==> src/rtl/mul32_seq_pkg.sv <==
// Shared definitions for the mul32_seq multiplier slice.
package mul32_seq_pkg;

  localparam int unsigned MUL32_WIDTH = 32;
  localparam int unsigned MUL32_ITER  = 32;

  typedef enum logic [1:0] {
    ST_IDLE = 2'd0,
    ST_CALC = 2'd1,
    ST_DONE = 2'd2
  } state_t;

endpackage

==> src/rtl/mul32_seq_cla32.sv <==
// cla32: 32-bit carry-lookahead adder, 4-bit lookahead groups with the
// group carry rippling between groups.
module cla32 (
  input  logic [31:0] a,
  input  logic [31:0] b,
  input  logic        ci,
  output logic [31:0] s,
  output logic        co
);

  logic [31:0] g;
  logic [31:0] p;
  logic [31:0] c;
  logic        carry;

  // Per-group lookahead carries, then the sum.
  always_comb begin
    g     = a & b;
    p     = a ^ b;
    c     = '0;
    carry = ci;
    for (int unsigned k = 0; k < 8; k++) begin
      c[4*k]   = carry;
      c[4*k+1] = g[4*k] | (p[4*k] & carry);
      c[4*k+2] = g[4*k+1] | (p[4*k+1] & g[4*k]) | (p[4*k+1] & p[4*k] & carry);
      c[4*k+3] = g[4*k+2] | (p[4*k+2] & g[4*k+1]) | (p[4*k+2] & p[4*k+1] & g[4*k])
               | (p[4*k+2] & p[4*k+1] & p[4*k] & carry);
      carry    = g[4*k+3] | (p[4*k+3] & g[4*k+2]) | (p[4*k+3] & p[4*k+2] & g[4*k+1])
               | (p[4*k+3] & p[4*k+2] & p[4*k+1] & g[4*k])
               | (p[4*k+3] & p[4*k+2] & p[4*k+1] & p[4*k] & carry);
    end
    s  = p ^ c;
    co = carry;
  end

endmodule

==> src/rtl/mul32_seq.sv <==
// mul32_seq: sequential 32x32->64 unsigned shift-add multiplier using one cla32.
// Optional macro MUL32_EARLY_TERM_EN: finish as soon as the remaining
// multiplier bits are all zero.
module mul32_seq
  import mul32_seq_pkg::*;
#(
  parameter int unsigned WIDTH = 32,
  parameter int unsigned CNT_W = 6
) (
  input  logic                 clk,
  input  logic                 reset_n,
  input  logic                 in_valid,
  output logic                 in_ready,
  input  logic [WIDTH-1:0]     a,
  input  logic [WIDTH-1:0]     b,
  output logic                 out_valid,
  input  logic                 out_ready,
  output logic [2*WIDTH-1:0]   p,
  output logic                 busy
);

  if (WIDTH != MUL32_WIDTH) begin : g_width_check
    $error("mul32_seq: WIDTH must be 32");
  end

  state_t               state;
  logic [WIDTH-1:0]     a_q;
  logic [2*WIDTH-1:0]   p_q;
  logic [CNT_W-1:0]     cnt;
  logic [WIDTH-1:0]     sum;
  logic                 co;
  logic [2*WIDTH-1:0]   p_step;
  logic                 last_iter;
  logic                 early;
  logic [2*WIDTH-1:0]   p_early;

  cla32 u_cla32 (
    .a  (p_q[2*WIDTH-1:WIDTH]),
    .b  (a_q),
    .ci (1'b0),
    .s  (sum),
    .co (co)
  );

  // One shift-add step: add the multiplicand when the current multiplier bit is set.
  always_comb begin
    p_step    = p_q[0] ? {co, sum, p_q[WIDTH-1:1]}
                       : {1'b0, p_q[2*WIDTH-1:WIDTH], p_q[WIDTH-1:1]};
    last_iter = (cnt == CNT_W'(MUL32_ITER - 1));
  end

`ifdef MUL32_EARLY_TERM_EN
  logic [WIDTH-1:0] rem_mask;
  logic [6:0]       sh_amt;

  // Remaining multiplier bits sit in P[31-cnt:0]; if they are all zero the
  // rest of the iterations are pure shifts, so collapse them into one.
  always_comb begin
    rem_mask = {WIDTH{1'b1}} >> cnt;
    sh_amt   = 7'd32 - 7'(cnt);
    early    = ((p_q[WIDTH-1:0] & rem_mask) == '0);
    p_early  = p_q >> sh_amt;
  end
`else
  // No early-termination path in this build.
  always_comb begin
    early   = 1'b0;
    p_early = '0;
  end
`endif

  // Control FSM, datapath registers and registered handshake outputs.
  always_ff @(posedge clk or negedge reset_n) begin
    if (!reset_n) begin
      state     <= ST_IDLE;
      a_q       <= '0;
      p_q       <= '0;
      cnt       <= '0;
      in_ready  <= 1'b1;
      out_valid <= 1'b0;
      busy      <= 1'b0;
    end else begin
      case (state)
        ST_IDLE: begin
          if (in_valid && in_ready) begin
            a_q      <= a;
            p_q      <= {{WIDTH{1'b0}}, b};
            cnt      <= '0;
            state    <= ST_CALC;
            in_ready <= 1'b0;
            busy     <= 1'b1;
          end
        end
        ST_CALC: begin
          cnt <= cnt + 1'b1;
          if (early) begin
            p_q       <= p_early;
            state     <= ST_DONE;
            busy      <= 1'b0;
            out_valid <= 1'b1;
          end else begin
            p_q <= p_step;
            if (last_iter) begin
              state     <= ST_DONE;
              busy      <= 1'b0;
              out_valid <= 1'b1;
            end
          end
        end
        ST_DONE: begin
          if (out_valid && out_ready) begin
            state     <= ST_IDLE;
            out_valid <= 1'b0;
            in_ready  <= 1'b1;
          end
        end
        default: begin
          state     <= ST_IDLE;
          in_ready  <= 1'b1;
          out_valid <= 1'b0;
          busy      <= 1'b0;
        end
      endcase
    end
  end

  assign p = p_q;

endmodule

==> config.mk <==
export PLATFORM = sky130hd
export DESIGN_NAME = mul32_seq
export DESIGN_NICKNAME = d
export VERILOG_FILES = /design/src/rtl/mul32_seq_pkg.sv /design/src/rtl/mul32_seq_cla32.sv /design/src/rtl/mul32_seq.sv
export SDC_FILE = /design/constraint.sdc
export NUM_CORES = 1
export LEC_CHECK = 0
export ABC_CLOCK_PERIOD_IN_PS = 3050
export CORE_UTILIZATION = 58
export DETAILED_ROUTE_END_ITERATION = 16
export DONT_BUFFER_PORTS = 1
export PLACE_DENSITY = 0.84
export SYNTH_ARGS = -nofsm -noshare
export SYNTH_HDL_FRONTEND = slang
export SYNTH_SLANG_ARGS = --single-unit
==> constraint.sdc <==
create_clock -name clk -period 3.05 [get_ports clk]
set_clock_uncertainty 0.05 [all_clocks]
set_input_delay 0.7625 -clock clk [delete_from_list [all_inputs] [get_ports clk]]
set_output_delay 0.7625 -clock clk [all_outputs]
set_load 0.01 [all_outputs]
==> results_tabular.tex <==
\begin{tabular}{lr}
\hline
Metric & Value \\
\hline
\multicolumn{2}{l}{\textbf{Finish}} \\
Fillers & 771 \\
Layout Nets & 770 \\
Sequential cell area & 2680 µm² \\
Layout Area Growth over Synthesis & 12.8\% \\
Leading cell types in the layout, fill and taps excluded & nand2\_1, dfrtp\_1, nor2\_1 \\
Filler-free cell count of the finished design & 799 \\
Fraction of layout instances using a drive strength above 1 & 0.128 \\
N\_diodes & 0 \\
Most frequent standard cell in the layout excluding fill and tap cells & nand2\_1 \\
Area of combinational cells with multiple inputs & 3060 µm² \\
\multicolumn{2}{l}{\textbf{Timing}} \\
Minimum setup slack in the final design & slightly above 0.06 ns \\
Final Hold Violating Endpoints & 0 \\
Final critical-path share of the clock period & 0.980 \\
Max-slew violations & 0 \\
Maximum clock rate & 0.335 GHz \\
Slew headroom & 0.397 \\
Count of endpoints failing setup in the final report & 0 \\
Shortest clock period the worst path allows after layout & 2.99 ns \\
Slew at the pin closest to its max-slew limit & between 0.9 and 1 ns \\
\multicolumn{2}{l}{\textbf{Clock network}} \\
TritonCTS clock tree & yes \\
Number of clock sinks seen by CTS & 107 \\
Largest buffer count on any clock path & 2 \\
CTS buffer count & 9 \\
Clock latency of the later-clocked register in the worst-skew pair & 0.39 ns \\
Worst-path clk slew & 0.10 ns \\
CTS HTree Levels & 3 \\
Clock Tree Root & clkbuf\_8 \\
\multicolumn{2}{l}{\textbf{GRT}} \\
Gr usage total & 0.284 \\
Maximum number of pins on one net before global-route repair & 82 \\
Vias in the first global route & 4808 \\
Wire length of the first global-routing pass & 22.7 mm \\
Congestion Overflow GR & 0 \\
Number of antenna violations at the first check in global routing & 0 \\
\multicolumn{2}{l}{\textbf{Synth}} \\
Mean instance size in the synthesized netlist & between 9 and 10 µm² \\
EDFF count, synth & 0 \\
Cell area after technology mapping & 5830 µm² \\
Synthesized net count & 751 \\
Sequential area share after synthesis & 0.460 \\
Top FF cell, synth & dfrtp\_1 \\
Synthesized flop and latch total & 107 \\
Synth cell types & between 40 and 50 \\
Synthesized instance count & 642 \\
Yosys warns & 0 \\
Post-synth ARST share & 1.00 \\
\multicolumn{2}{l}{\textbf{Placement}} \\
Detailed Place HPWL & 9.43 mm \\
Number of instances in the placed design & slightly below 800 \\
Routability-driven placement congestion ratio & 0.834 \\
Dpl ws & -0.0751 ns \\
IO buf count & 0 \\
\multicolumn{2}{l}{\textbf{Detailed routing}} \\
Routed wire length per instance & 18.0 µm \\
Detailed-route wire length & around 14 mm \\
Post-detailed-route via-to-cell ratio & 6.03 \\
Detailed-router iteration count before antenna repair & 4 \\
DR vias & about 4800 \\
Count of antenna-violating nets left after detailed routing & 0 \\
Total DRC errors in the routed layout & 0 \\
Violation count after the first detailed-routing iteration & just over 200 \\
\multicolumn{2}{l}{\textbf{Power and ir drop}} \\
Pwr/cell area & 1030 nW/µm² \\
Worst ir drop on vdd & 645 µV \\
Static power due to leakage & 2.97 nW \\
\multicolumn{2}{l}{\textbf{Worst setup path}} \\
Crit Path Max Fanout & 3 \\
Type of the worst setup path & flip-flop to flip-flop \\
Delay contributed by the slowest stage of the critical path & 0.44 ns \\
Top cell by count, worst path & a21boi\_2 \\
Worst-path cell chain & ha\_4 -> a21o\_1 -> a221o\_1 -> a32oi\_2 -> o21ai\_4 -> a21boi\_2 -> nor2\_1 -> a21boi\_2 -> fa\_1 -> mux2\_4 -> o21ai\_2 \\
Arrival time reported for the critical path endpoint & between 3 and 4 ns \\
Critical Path End Type & flip-flop \\
Type of origin of the critical path & flip-flop \\
Required @ worst endpoint & 3.33 ns \\
CP max-delay cell & fa\_1 \\
\multicolumn{2}{l}{\textbf{Die}} \\
Die extent in y & just over 100 µm \\
Area of the core & 9770 µm² \\
Initial core utilization & 0.596 \\
Die Footprint & 10400 µm² \\
Standard-cell row count & 36 \\
Width of the die & 102 µm \\
IO Pins & $\sim$140 \\
\multicolumn{2}{l}{\textbf{Hold path}} \\
Worst hold-check path type & primary input to async pin \\
\multicolumn{2}{l}{\textbf{Run}} \\
Number of maximum-capacitance constraint violations & 0 \\
\multicolumn{2}{l}{\textbf{Status}} \\
Run status & complete, no violations \\
\hline
\end{tabular}
-- layer usage --
| layer | routed length [µm] | vias up | track usage |
|---|---|---|---|
| li1 | - | 2259 | - |
| met1 | 5770 | 2364 | 0.347 |
| met2 | 7210 | 159 | 0.473 |
| met3 | 936 | 38 | 0.0848 |
| met4 | 446 | 0 | 0.113 |
| met5 | 0 | - | 0 |
-- power by group --
part / switching, mW / internal [mW]
sequential: 0.603 / 1.91
combinational: 1.73 / 1.50
clock: 0.492 / 0.512
-- stage by stage --
step	hold slack (ns)	util	total power, mW	TNS, ns	area, µm²
5_1_grt	0.125	0.672	7.25	-0.0339	6570
6_report	0.161	0.672	6.74	0	6570
2_1_floorplan	0.400	-	4.58	0	5830
4_1_cts	0.00502	0.659	6.59	0	6440
3_5_place_dp	0.417	0.631	5.53	-0.0751	6170
3_3_place_gp	0.415	0.631	5.33	0	6170
-- Yosys cell counts (6+ instances only) --
library cell | instances | share of area
a31oi_1 | 8 | 0.0086
mux2_2 | 7 | 0.014
buf_1 | 6 | 0.0039
a21oi_1 | 25 | 0.021
dfrtp_1 | 106 | 0.46
nand2_1 | 108 | 0.070
nand3_1 | 28 | 0.024
o22ai_1 | 31 | 0.033
xnor2_1 | 16 | 0.024
ha_1 | 33 | 0.071
o21ai_0 | 54 | 0.046
nor2_1 | 75 | 0.048
inv_1 | 23 | 0.015
clkbuf_1 | 28 | 0.018
mux2i_1 | 12 | 0.021
nor3b_1 | 11 | 0.014
fa_1 | 8 | 0.027
a21o_1 | 7 | 0.0090
-- worst max-delay path: cells and delay by family (launching register included) --
| kind | cells | cell delay, ns |
|---|---|---|
| flip-flops | 1 | 0.43 |
| AND/OR/NAND/NOR | 1 | 0.07 |
| AO/OA/AOI/OAI | 7 | 1.39 |
| adder cells (fa/ha/maj) | 2 | 0.71 |
| multiplexers | 1 | 0.27 |
-- sequential cells by signal, indices dropped and copies added, names as in the netlist --
register / count
p: 64
a_q: 32
cnt: 6
state: 2
busy: 1
in_ready: 1
out_valid: 1
-- timing repair --
item                                    4_1_cts  5_1_grt
hold buffers                                  2        1
cloned                                        0        0
buffers inserted                              0        2
endpoints found under the hold margin        81        9
endpoints found under the setup margin        1        7
resized for setup                             2       19
pin swaps                                     0       11
-- logic make-up (layout without fill, tap and decap cells) --
logic type,Yosys count,after routing,synth area share
xor+xnor,21,21,0.0316
compound gates,153,153,0.159
fa+ha+maj,41,41,0.0984
mux,19,19,0.0342
buf+inv,57,81,0.0367
flops,107,107,0.460
simple gates,244,244,0.181
-- final cells by class --
type                       instances  area share
tap                              133      0.0253
timing repair buffer              42      0.0537
multi-input combinational        478       0.465
clock buffer                      13      0.0242
sequential                       107       0.408
clock inverter                     3      0.0105
inverter                          23      0.0131
-- path summary, 6_finish.rpt --
path | startpoint | to | slack (ns) | cells past startpoint
min in group clk | a[30] | a_q[30] | 0.42 | 2
min reg2reg | a_q[31] | a_q[31] | 0.44 | 2
min | reset_n | in_ready | 0.16 | 0
max reg2reg | p[46] | p[59] | 0.06 | 11
max in group asynchronous | reset_n | state[0] | 1.50 | 1
max | p[46] | p[59] | 0.06 | 11
Note: power is estimated with default switching activity, not from simulation.
